<file path="config.mk">
export PLATFORM = sky130hd
export DESIGN_NAME = alu_seq_nbits_flat
export DESIGN_NICKNAME = d
export VERILOG_FILES = /design/src/rtl/alu_seq_nbits_if.sv /design/src/rtl/alu_seq_nbits.sv /design/src/flat_wrapper.sv
export SDC_FILE = /design/constraint.sdc
export NUM_CORES = 1
export LEC_CHECK = 0
export BUFFER_PORTS_ARGS = -buffer_cell sky130_fd_sc_hd__buf_2
export CAP_MARGIN = 10
export CORE_MARGIN = 1
export CORE_UTILIZATION = 40
export CTS_CLUSTER_SIZE = 16
export DETAILED_ROUTE_END_ITERATION = 16
export HOLD_SLACK_MARGIN = 0.05
export PLACE_DENSITY_LB_ADDON = 0.05
export SYNTH_ARGS = -nofsm -noshare
export SYNTH_HDL_FRONTEND = slang
export SYNTH_SLANG_ARGS = --single-unit
</file>
<file path="constraint.sdc">
create_clock -name clk -period 3.5 [get_ports clk]
set_input_delay 0.525 -clock clk [delete_from_list [all_inputs] [get_ports clk]]
set_output_delay 0.525 -clock clk [all_outputs]
set_load 0.05 [all_outputs]
</file>
<file path="src/rtl/alu_seq_nbits_if.sv">
// rtl/alu_seq_nbits_if.sv - operand/result handshake bundle for the sequential N-bit ALU
interface alu_seq_nbits_if #(
    parameter int N = 4
);
    logic         in_valid;
    logic         in_ready;
    logic [N-1:0] a;
    logic [N-1:0] b;
    logic [3:0]   op;
    logic         out_valid;
    logic         out_ready;
    logic [N-1:0] result;
    logic         neg_flag;
    logic         zr_flag;
    logic         cry_flag;
    logic         of_flag;
    logic         err_flag;

    modport master (
        output in_valid, a, b, op, out_ready,
        input  in_ready, out_valid, result, neg_flag, zr_flag, cry_flag, of_flag, err_flag
    );

    modport slave (
        input  in_valid, a, b, op, out_ready,
        output in_ready, out_valid, result, neg_flag, zr_flag, cry_flag, of_flag, err_flag
    );
endinterface

</file>
<file path="src/rtl/alu_seq_nbits.sv">
// rtl/alu_seq_nbits.sv - registered handshaked N-bit ALU with iterative mul/div/mod
module alu_seq_nbits #(
    parameter int N = 4
) (
    input  logic           clk,
    input  logic           rst,
    alu_seq_nbits_if.slave bus
);
    localparam int SW = $clog2(N);

    typedef enum logic [1:0] {IDLE, BUSY, DONE} state_t;

    state_t         state, state_next;
    logic [3:0]     op_q;
    logic [N-1:0]   a_q, b_q;
    logic [2*N-1:0] wrk, wrk_step;
    logic [SW-1:0]  cnt;
    logic [N-1:0]   res_q;
    logic           neg_q, zr_q, cry_q, of_q, err_q;
    logic           accept, multi, last, load;
    logic [N-1:0]   fin_res;
    logic           fin_cry, fin_of, fin_err;
    logic [N:0]     sum_w, dif_w, shl_w, shr_w;
    logic [N:0]     prod_add, rem_sh, trial;
    logic [SW-1:0]  k;

    assign bus.in_ready  = (state == IDLE);
    assign bus.out_valid = (state == DONE);
    assign accept = bus.in_valid && (state == IDLE);
    assign multi  = (bus.op >= 4'd7) && (bus.op <= 4'd9);
    assign last   = (state == BUSY) && (cnt == SW'(N - 1));
    assign load   = (accept && !multi) || last;

    assign bus.result   = res_q;
    assign bus.neg_flag = neg_q;
    assign bus.zr_flag  = zr_q;
    assign bus.cry_flag = cry_q;
    assign bus.of_flag  = of_q;
    assign bus.err_flag = err_q;

    always_ff @(posedge clk) begin
        if (rst) state <= IDLE;
        else     state <= state_next;
    end

    always_comb begin
        state_next = state;
        case (state)
            IDLE:    if (accept) state_next = multi ? BUSY : DONE;
            BUSY:    if (last) state_next = DONE;
            DONE:    if (bus.out_ready) state_next = IDLE;
            default: state_next = IDLE;
        endcase
    end

    // One iteration: wrk holds {acc_hi, multiplier} for mul, {remainder, dividend/quotient} for div/mod
    always_comb begin
        prod_add = {1'b0, wrk[2*N-1:N]} + (wrk[0] ? {1'b0, a_q} : '0);
        rem_sh   = {wrk[2*N-1:N], wrk[N-1]};
        trial    = rem_sh - {1'b0, b_q};
        if (op_q == 4'd7)
            wrk_step = {prod_add, wrk[N-1:1]};
        else if (!trial[N])
            wrk_step = {trial[N-1:0], wrk[N-2:0], 1'b1};
        else
            wrk_step = {rem_sh[N-1:0], wrk[N-2:0], 1'b0};
    end

    always_comb begin
        k       = bus.b[SW-1:0];
        sum_w   = {1'b0, bus.a} + {1'b0, bus.b};
        dif_w   = {1'b0, bus.a} - {1'b0, bus.b};
        shl_w   = {1'b0, bus.a} << k;
        shr_w   = {bus.a, 1'b0} >> k;
        fin_res = '0;
        fin_cry = 1'b0;
        fin_of  = 1'b0;
        fin_err = 1'b0;
        if (state == BUSY) begin
            case (op_q)
                4'd7: begin
                    fin_res = wrk_step[N-1:0];
                    fin_cry = |wrk_step[2*N-1:N];
                    fin_of  = |wrk_step[2*N-1:N];
                end
                4'd8: begin
                    fin_res = (b_q == '0) ? '1 : wrk_step[N-1:0];
                    fin_of  = (b_q == '0);
                end
                default: begin
                    fin_res = (b_q == '0) ? a_q : wrk_step[2*N-1:N];
                    fin_of  = (b_q == '0);
                end
            endcase
        end else begin
            case (bus.op)
                4'd0: begin
                    fin_res = sum_w[N-1:0];
                    fin_cry = sum_w[N];
                    fin_of  = (bus.a[N-1] == bus.b[N-1]) && (sum_w[N-1] != bus.a[N-1]);
                end
                4'd1: begin
                    fin_res = dif_w[N-1:0];
                    fin_cry = dif_w[N];
                    fin_of  = (bus.a[N-1] != bus.b[N-1]) && (dif_w[N-1] != bus.a[N-1]);
                end
                4'd2: fin_res = bus.a & bus.b;
                4'd3: fin_res = bus.a | bus.b;
                4'd4: fin_res = bus.a ^ bus.b;
                4'd5: begin
                    fin_res = shl_w[N-1:0];
                    fin_cry = shl_w[N];
                end
                4'd6: begin
                    fin_res = shr_w[N:1];
                    fin_cry = shr_w[0];
                end
                default: fin_err = 1'b1;
            endcase
        end
    end

    always_ff @(posedge clk) begin
        if (rst) begin
            op_q  <= '0;
            a_q   <= '0;
            b_q   <= '0;
            wrk   <= '0;
            cnt   <= '0;
            res_q <= '0;
            neg_q <= 1'b0;
            zr_q  <= 1'b0;
            cry_q <= 1'b0;
            of_q  <= 1'b0;
            err_q <= 1'b0;
        end else begin
            if (accept) begin
                op_q <= bus.op;
                a_q  <= bus.a;
                b_q  <= bus.b;
                cnt  <= '0;
                wrk  <= (bus.op == 4'd7) ? {{N{1'b0}}, bus.b} : {{N{1'b0}}, bus.a};
            end else if (state == BUSY) begin
                cnt <= cnt + SW'(1);
                wrk <= wrk_step;
            end
            if (load) begin
                res_q <= fin_res;
                neg_q <= fin_res[N-1];
                zr_q  <= (fin_res == '0);
                cry_q <= fin_cry;
                of_q  <= fin_of;
                err_q <= fin_err;
            end
        end
    end
endmodule
</file>
<file path="src/flat_wrapper.sv">
// flat-port wrapper written by rule: the top's interface ports become plain ports
module alu_seq_nbits_flat 
#(
    parameter int N = 4
)
  (clk, rst, bus_in_valid, bus_a, bus_b, bus_op, bus_out_ready, bus_in_ready, bus_out_valid, bus_result, bus_neg_flag, bus_zr_flag, bus_cry_flag, bus_of_flag, bus_err_flag);
  alu_seq_nbits_if #(.N(N)) bus_i ();
  input  logic clk;
  input  logic rst;
  input wire logic [$bits(bus_i.in_valid)-1:0] bus_in_valid;
  input wire logic [$bits(bus_i.a)-1:0] bus_a;
  input wire logic [$bits(bus_i.b)-1:0] bus_b;
  input wire logic [$bits(bus_i.op)-1:0] bus_op;
  input wire logic [$bits(bus_i.out_ready)-1:0] bus_out_ready;
  output wire logic [$bits(bus_i.in_ready)-1:0] bus_in_ready;
  output wire logic [$bits(bus_i.out_valid)-1:0] bus_out_valid;
  output wire logic [$bits(bus_i.result)-1:0] bus_result;
  output wire logic [$bits(bus_i.neg_flag)-1:0] bus_neg_flag;
  output wire logic [$bits(bus_i.zr_flag)-1:0] bus_zr_flag;
  output wire logic [$bits(bus_i.cry_flag)-1:0] bus_cry_flag;
  output wire logic [$bits(bus_i.of_flag)-1:0] bus_of_flag;
  output wire logic [$bits(bus_i.err_flag)-1:0] bus_err_flag;
  assign bus_i.in_valid = bus_in_valid;
  assign bus_i.a = bus_a;
  assign bus_i.b = bus_b;
  assign bus_i.op = bus_op;
  assign bus_i.out_ready = bus_out_ready;
  assign bus_in_ready = bus_i.in_ready;
  assign bus_out_valid = bus_i.out_valid;
  assign bus_result = bus_i.result;
  assign bus_neg_flag = bus_i.neg_flag;
  assign bus_zr_flag = bus_i.zr_flag;
  assign bus_cry_flag = bus_i.cry_flag;
  assign bus_of_flag = bus_i.of_flag;
  assign bus_err_flag = bus_i.err_flag;
  alu_seq_nbits #(.N(N)) u_core (.clk(clk), .rst(rst), .bus(bus_i));
endmodule
</file>
==> results of run 1 <==
==> power by group through the flow <==
| stage | Sequential, mW | Clock (mW) | Combinational, mW |
|---|---|---|---|
| 2_1_floorplan | 0.444 | 0 | 0.232 |
| 3_3_place_gp | 0.423 | 0 | 0.344 |
| 3_5_place_dp | 0.423 | 0 | 0.343 |
| 4_1_cts | 0.415 | 0.327 | 0.345 |
| 5_1_grt | 0.419 | 0.346 | 0.384 |
| 6_report | 0.415 | 0.320 | 0.344 |
==> cells by family after synthesis <==
group,Yosys count,share of synthesized area (%)
xor gates and xnor gates,9,2.77
muxes,11,4.35
DFF,32,22.5
adders and majority gates,26,12.5
buffers and inverters,49,7.38
and+or+nand+nor,152,26.6
AOI/OAI and AO/OA,106,23.9
==> worst paths after layout <==
path / start / end / depth (start not counted)
setup / recovery: u_core.wrk[3] / u_core.bus.result[0] / 10
hold / removal: u_core.a_q[3] / u_core.a_q[3] / 2
setup reg to reg: u_core.wrk[3] / u_core.bus.result[0] / 10
hold reg to reg: u_core.a_q[3] / u_core.a_q[3] / 2
==> final cells by class <==
cell class                 count  area [sq um]
sequential                    32           641
timing repair buffer          30           160
fill                         709          3740
inverter                      22          82.6
clock buffer                   7          96.3
multi-input combinational    304          2000
tap                           96           120
==> flip-flops by register name, indices dropped and copies added, names as in the netlist <==
| name | flops |
|---|---|
| u_core.wrk | 8 |
| u_core.a_q | 4 |
| u_core.b_q | 4 |
| u_core.op_q | 4 |
| u_core.bus.result | 3 |
| u_core.cnt | 2 |
| u_core.state | 2 |
| u_core.bus.cry_flag | 1 |
| u_core.bus.err_flag | 1 |
| u_core.bus.neg_flag | 1 |
| u_core.bus.of_flag | 1 |
| u_core.bus.zr_flag | 1 |
==> layout by cell type, fill, tap and decap left out, types with 4 or more instances in the layout <==
cell      instances
a211oi_1         13
a21o_1            5
a21oi_1          44
a22o_1            4
a31oi_1           7
and2_1            4
buf_2            26
buf_4             4
clkbuf_8          7
dfxtp_1          32
fa_1              4
ha_1             22
inv_1            22
mux2i_1           9
nand2_1          59
nand2b_1          6
nand3_1           8
nor2_1           31
nor2b_1           7
nor3_1           11
o21ai_0           7
or3_1             7
xnor2_1           7
==> worst min-delay path, cell delays in order (launching register included) <==
cell	delay (ps)
dfxtp_1	320
nand2_1	60
a21oi_1	50
==> metal layers <==
| metal | part of all wire [%] | up-vias | wire length, um | track usage, % |
|---|---|---|---|---|
| met4 | 0.70 | 0 | 57 | 4.24 |
| met1 | 50 | 1273 | 4080 | 33.7 |
| li1 | - | 1384 | - | - |
| met5 | 0 | - | 0 | 0 |
| met3 | 3.5 | 7 | 284 | 3.05 |
| met2 | 46 | 52 | 3710 | 37.7 |
==> metrics by stage <==
| step | util (%) | power [mW] | worst slack [ps] | cell area (sq um) |
|---|---|---|---|---|
| after floorplan | - | 0.677 | 1030 | 2850 |
| after detailed placement | 43.9 | 0.765 | 622 | 3000 |
| after CTS | 45.3 | 1.09 | 768 | 3100 |
| after global routing | 45.3 | 1.15 | 465 | 3100 |
| after global placement | 43.9 | 0.767 | 689 | 3000 |
| final | 45.3 | 1.08 | 766 | 3100 |
==> results.py, run 1 <==
metrics = {
    "final_layout": {
        "syn_to_final_growth_pct": 8.75,
        "fin_nets": 437,
        "n_antenna_cell": 0,
        "finalNonFillerCells": 491,
        "drive_gt1_share_pct": 11.4,
    },
    "pwr": {
        "seqPwrFrac_pct": 38.4,
        "switching_share_pct": 36.5,
        "power_report.internal_total_mw": 0.686,
        "clkPwrFrac_pct": 29.7,
        "powerDensity_nw_per_um2": 349,
        "pwr-share-comb_pct": 31.9,
        "peakVddDrop_v": 0.000217,
        "p_leak_nw": 1.30,
        "power_switching_mw": 0.394,
    },
    "timing": {
        "final.period_utilization_pct": 78.1,
        "rsz0062_at_grt": "false",
        "hold_violations": 0,
        "min_period_ps": 2730,
        "setup_tns_ps": 0,
        "skew_ps": 4.23,
        "setup_viol": 0,
        "fmax_mhz": 366,
        "drv_slew": 0,
        "tightest_slew_ps": 1050,
        "whs_ps": 478,
        "timing.slew.headroom_pct": 30.1,
    },
    "logic_synthesis": {
        "synth_area_leaders": "dfxtp_1, ha_1, nand2_1, a21oi_1, nor2_1",
        "synthArstFlopShare_pct": 0,
        "syn_nets": 427,
        "syn_avg_cell_area_sq_um": 7.39,
        "ys.flop_type": "dfxtp_1",
        "synth-edff-count": 0,
        "ys_types": 60,
        "synth.most_common_cell": "nand2_1",
        "synth_area_sq_um": 2850,
        "synthCells": 385,
        "yosys_register_bits": 32,
        "ys_seq_area_share_pct": 22.5,
        "yosys-top-cells-count": "nand2_1, a21oi_1, dfxtp_1",
        "yosys_warnings": 0,
        "synth_largest_area_cell": "dfxtp_1",
        "synth_top_area_share_pct": 22.5,
    },
    "die": {
        "core_area_sq_um": 6830,
        "rows": 30,
        "die_area_sq_um": 7460,
        "die_h_um": 86.4,
        "pin_count": 27,
        "initial_utilization_pct": 41.7,
        "die_x_um": 86.4,
    },
    "worst_setup_path": {
        "worst-endpoint-arrival_ps": 2930,
        "cp_data_required_time_ps": 3700,
        "cp-start-kind": "register",
        "path_max_fanout": 4,
        "cp_slowest_cell": "fa_1",
        "path_class": "register to register",
        "r2r_setup_slack_ps": 770,
        "critPathBufInv": 1,
        "cp_cell_sequence": "inv_1 > ha_1 > fa_1 > nand2b_1 > a21o_1 > xnor2_1 > nor2_1 > o311ai_1 > a21oi_1 > a211oi_1",
        "critPathMaxStageDelay_ps": 400,
        "worstSetupEndpointType": "register",
        "crit_family": "compound AO/OA/AOI/OAI gates",
    },
    "global_route": {
        "grt_pass1_vias": 2554,
        "grt_usage_pct": 23.4,
        "grt_max_degree": 34,
        "grt_pass1_wl_mm": 13.5,
        "grt-ovfl-total": 0,
        "antenna_found_initial": 0,
    },
    "detailed_routing": {
        "via_per_inst": 5.53,
        "drt_iter0_drc": 129,
        "ant_nets": 0,
        "drcViolationCount": 0,
        "drtPass1Iterations": 4,
        "wl_per_cell_um": 16.6,
        "routed_wl_mm": 8.13,
        "vias": 2716,
    },
    "clock_network": {
        "path_clk_slew_ps": 70,
        "cts_resized": 0,
        "cts_buffers": 5,
        "cts.sinks": 32,
        "post-cts-setup-buffers": 0,
        "clock-root-buffer": "clkbuf_8",
        "worst_skew_pair.late_latency_ps": 290,
        "holdBufCountCts": 0,
        "cts_tree": "yes",
        "htree_levels": 2,
        "clockBufferDepth": 2,
    },
    "placed_design": {
        "placedCellCount": 484,
        "gp_congestion": 0.938,
        "hpwl_mm": 5.94,
        "port_buffers": 26,
    },
    "hold_path": {
        "hp-class": "register to register",
    },
    "run": {
        "maxCapViolCount": 0,
    },
    "run_status": {
        "outcome": "completed",
    },
}
(Power assumes the default switching activity.)
==> run 2: changes to the inputs <==
Clock period 3.5 ns to 2.5 ns, I/O delays scaled along.
==> results.py, run 2 (synthesis gave the netlist of run 1 again) <==
metrics = {
    "run_status": {
        "outcome": "completed",
    },
    "placed_design": {
        "gp_congestion": 0.893,
        "port_buffers": 26,
        "hpwl_mm": 6.29,
        "placed_cell_area_sq_um": 3190,
        "dpl_worst_slack_ps": -17.1,
        "placedCellCount": 510,
    },
    "detailed_routing": {
        "routed_wl_mm": 8.41,
        "drcViolationCount": 0,
        "vias": 2879,
        "drt_iter0_drc": 235,
        "via_per_inst": 5.55,
        "wl_per_cell_um": 16.2,
        "ant_nets": 0,
        "drtPass1Iterations": 5,
    },
    "final_layout": {
        "n_antenna_cell": 0,
        "fill_cells": 709,
        "multiInputGateArea_sq_um": 2060,
        "drive_gt1_share_pct": 19.1,
        "largest_register_ff_count": 8,
        "regArea_sq_um": 642,
        "finalNonFillerCells": 519,
        "fin_nets": 464,
        "post-route-util_pct": 49.2,
        "layout_commonest_cell": "nand2_1",
        "mostFrequentLayoutCells": "nand2_1, a21oi_1, nor2_1, buf_4, dfxtp_1",
        "regMostFlops": "u_core.wrk",
        "fin_area_sq_um": 3360,
        "syn_to_final_growth_pct": 18.0,
    },
    "worst_setup_path": {
        "crit_start": "u_core.wrk[3]",
        "r2r-end": "u_core.bus.zr_flag",
        "path_class": "register to register",
        "cp-start-kind": "register",
        "worst-endpoint-arrival_ps": 2640,
        "path_max_fanout": 3,
        "r2r_start": "u_core.wrk[3]",
        "r2r_setup_slack_ps": 90,
        "worstSetupEndpointType": "register",
        "cp_data_required_time_ps": 2730,
        "r2r_cells": 10,
    },
    "run": {
        "maxCapViolCount": 0,
    },
    "pwr": {
        "power_report.internal_total_mw": 0.994,
        "p_leak_nw": 1.44,
        "powerDensity_nw_per_um2": 466,
        "clkPwrFrac_pct": 27.1,
        "switching_share_pct": 36.5,
        "power_switching_mw": 0.571,
        "finalPower_mw": 1.56,
        "seqPwrFrac_pct": 36.9,
        "peakVddDrop_v": 0.000295,
        "pwr-share-comb_pct": 36.0,
    },
    "clock_network": {
        "cts_buffers": 5,
        "holdBufCountCts": 0,
        "clockBufferDepth": 2,
        "clock-root-buffer": "clkbuf_8",
        "worst_skew_pair.late_latency_ps": 290,
        "htree_levels": 2,
        "cts.sinks": 32,
        "path_clk_slew_ps": 70,
        "cts_tree": "yes",
    },
    "timing": {
        "timing.slew.headroom_pct": 58.1,
        "setup_tns_ps": 0,
        "final.period_utilization_pct": 96.5,
        "skew_ps": 8.05,
        "hold_violations": 0,
        "setup_slack_ps": 86.8,
        "drv_slew": 0,
        "setup_viol": 0,
        "fmax_mhz": 414,
        "min_period_ps": 2410,
        "tightest_slew_ps": 628,
        "whs_ps": 379,
        "rsz0062_at_grt": "true",
    },
    "die": {
        "rows": 30,
        "die_x_um": 86.4,
        "initial_utilization_pct": 41.7,
        "die_h_um": 86.4,
        "core_area_sq_um": 6830,
        "die_area_sq_um": 7460,
        "pin_count": 27,
    },
    "global_route": {
        "use_met3_pct": 3.05,
        "grt_usage_pct": 24.1,
        "grt_pass1_wl_mm": 14.0,
        "grt_pass1_vias": 2672,
        "grt-ovfl-total": 0,
        "grt_max_degree": 34,
        "antenna_found_initial": 0,
        "grt_use_met1_pct": 36.5,
        "globalRouteMet2Util_pct": 35.6,
        "busiest_layer": "met1",
    },
    "hold_path": {
        "whs_path_depth": 4,
        "min_from": "bus_out_ready",
        "hp-class": "primary input to register",
        "whs_endpoint": "u_core.state[1]",
    },
}
run 2: cell count changes in the layout (fill, tap and decap cells not counted), moves of 2 or more:
cell | previous run | this run
buf_4 | 4 | 31
nor3_1 | 11 | 9
nor3_2 | 0 | 2
clkbuf_1 | 0 | 2
run 2: worst max path at each step:
stage | endpoint | slack (ps)
after floorplan | u_core.bus.zr_flag | 90
after detailed placement | u_core.bus.zr_flag | -20
after global routing | u_core.bus.zr_flag | -30
final | u_core.bus.zr_flag | 90
after CTS | u_core.bus.zr_flag | 20
after global placement | u_core.bus.zr_flag | 20
run 2: timing repair:
item,4_1_cts,5_1_grt
gates cloned,0,0
setup buffers,1,0
resized for setup,2,10
pin swaps,1,2
setup endpoints to repair,3,6
run 2: critical path: stages, from the launching register on:
cell,delay [ps]
dfxtp_1,330
inv_1,50
ha_1,210
fa_2,350
nand2b_4,170
a21o_4,240
a211oi_4,200
o21ai_2,90
a2111o_1,400
nor4_2,150
a31o_1,170
run 2: layer usage:
layer / part of all wire, % / up-vias
met4: 1.5 / 0
met5: 0 / -
met3: 5.5 / 16
li1: - / 1435
met2: 43 / 109
met1: 50 / 1319
run 2: power by group through the flow:
stage | Sequential [mW] | Clock, mW | Combinational [mW]
6_report | 0.577 | 0.424 | 0.564
5_1_grt | 0.582 | 0.452 | 0.619
4_1_cts | 0.576 | 0.432 | 0.541
3_5_place_dp | 0.587 | 0 | 0.525
3_3_place_gp | 0.587 | 0 | 0.526
2_1_floorplan | 0.622 | 0 | 0.325
run 2: final cells by class:
class                      instances  share of cell area [%]
clock buffer                       8                    2.68
timing repair buffer              57                    10.8
tap                               96                    3.58
sequential                        32                    19.1
multi-input combinational        304                    61.4
inverter                          22                    2.46
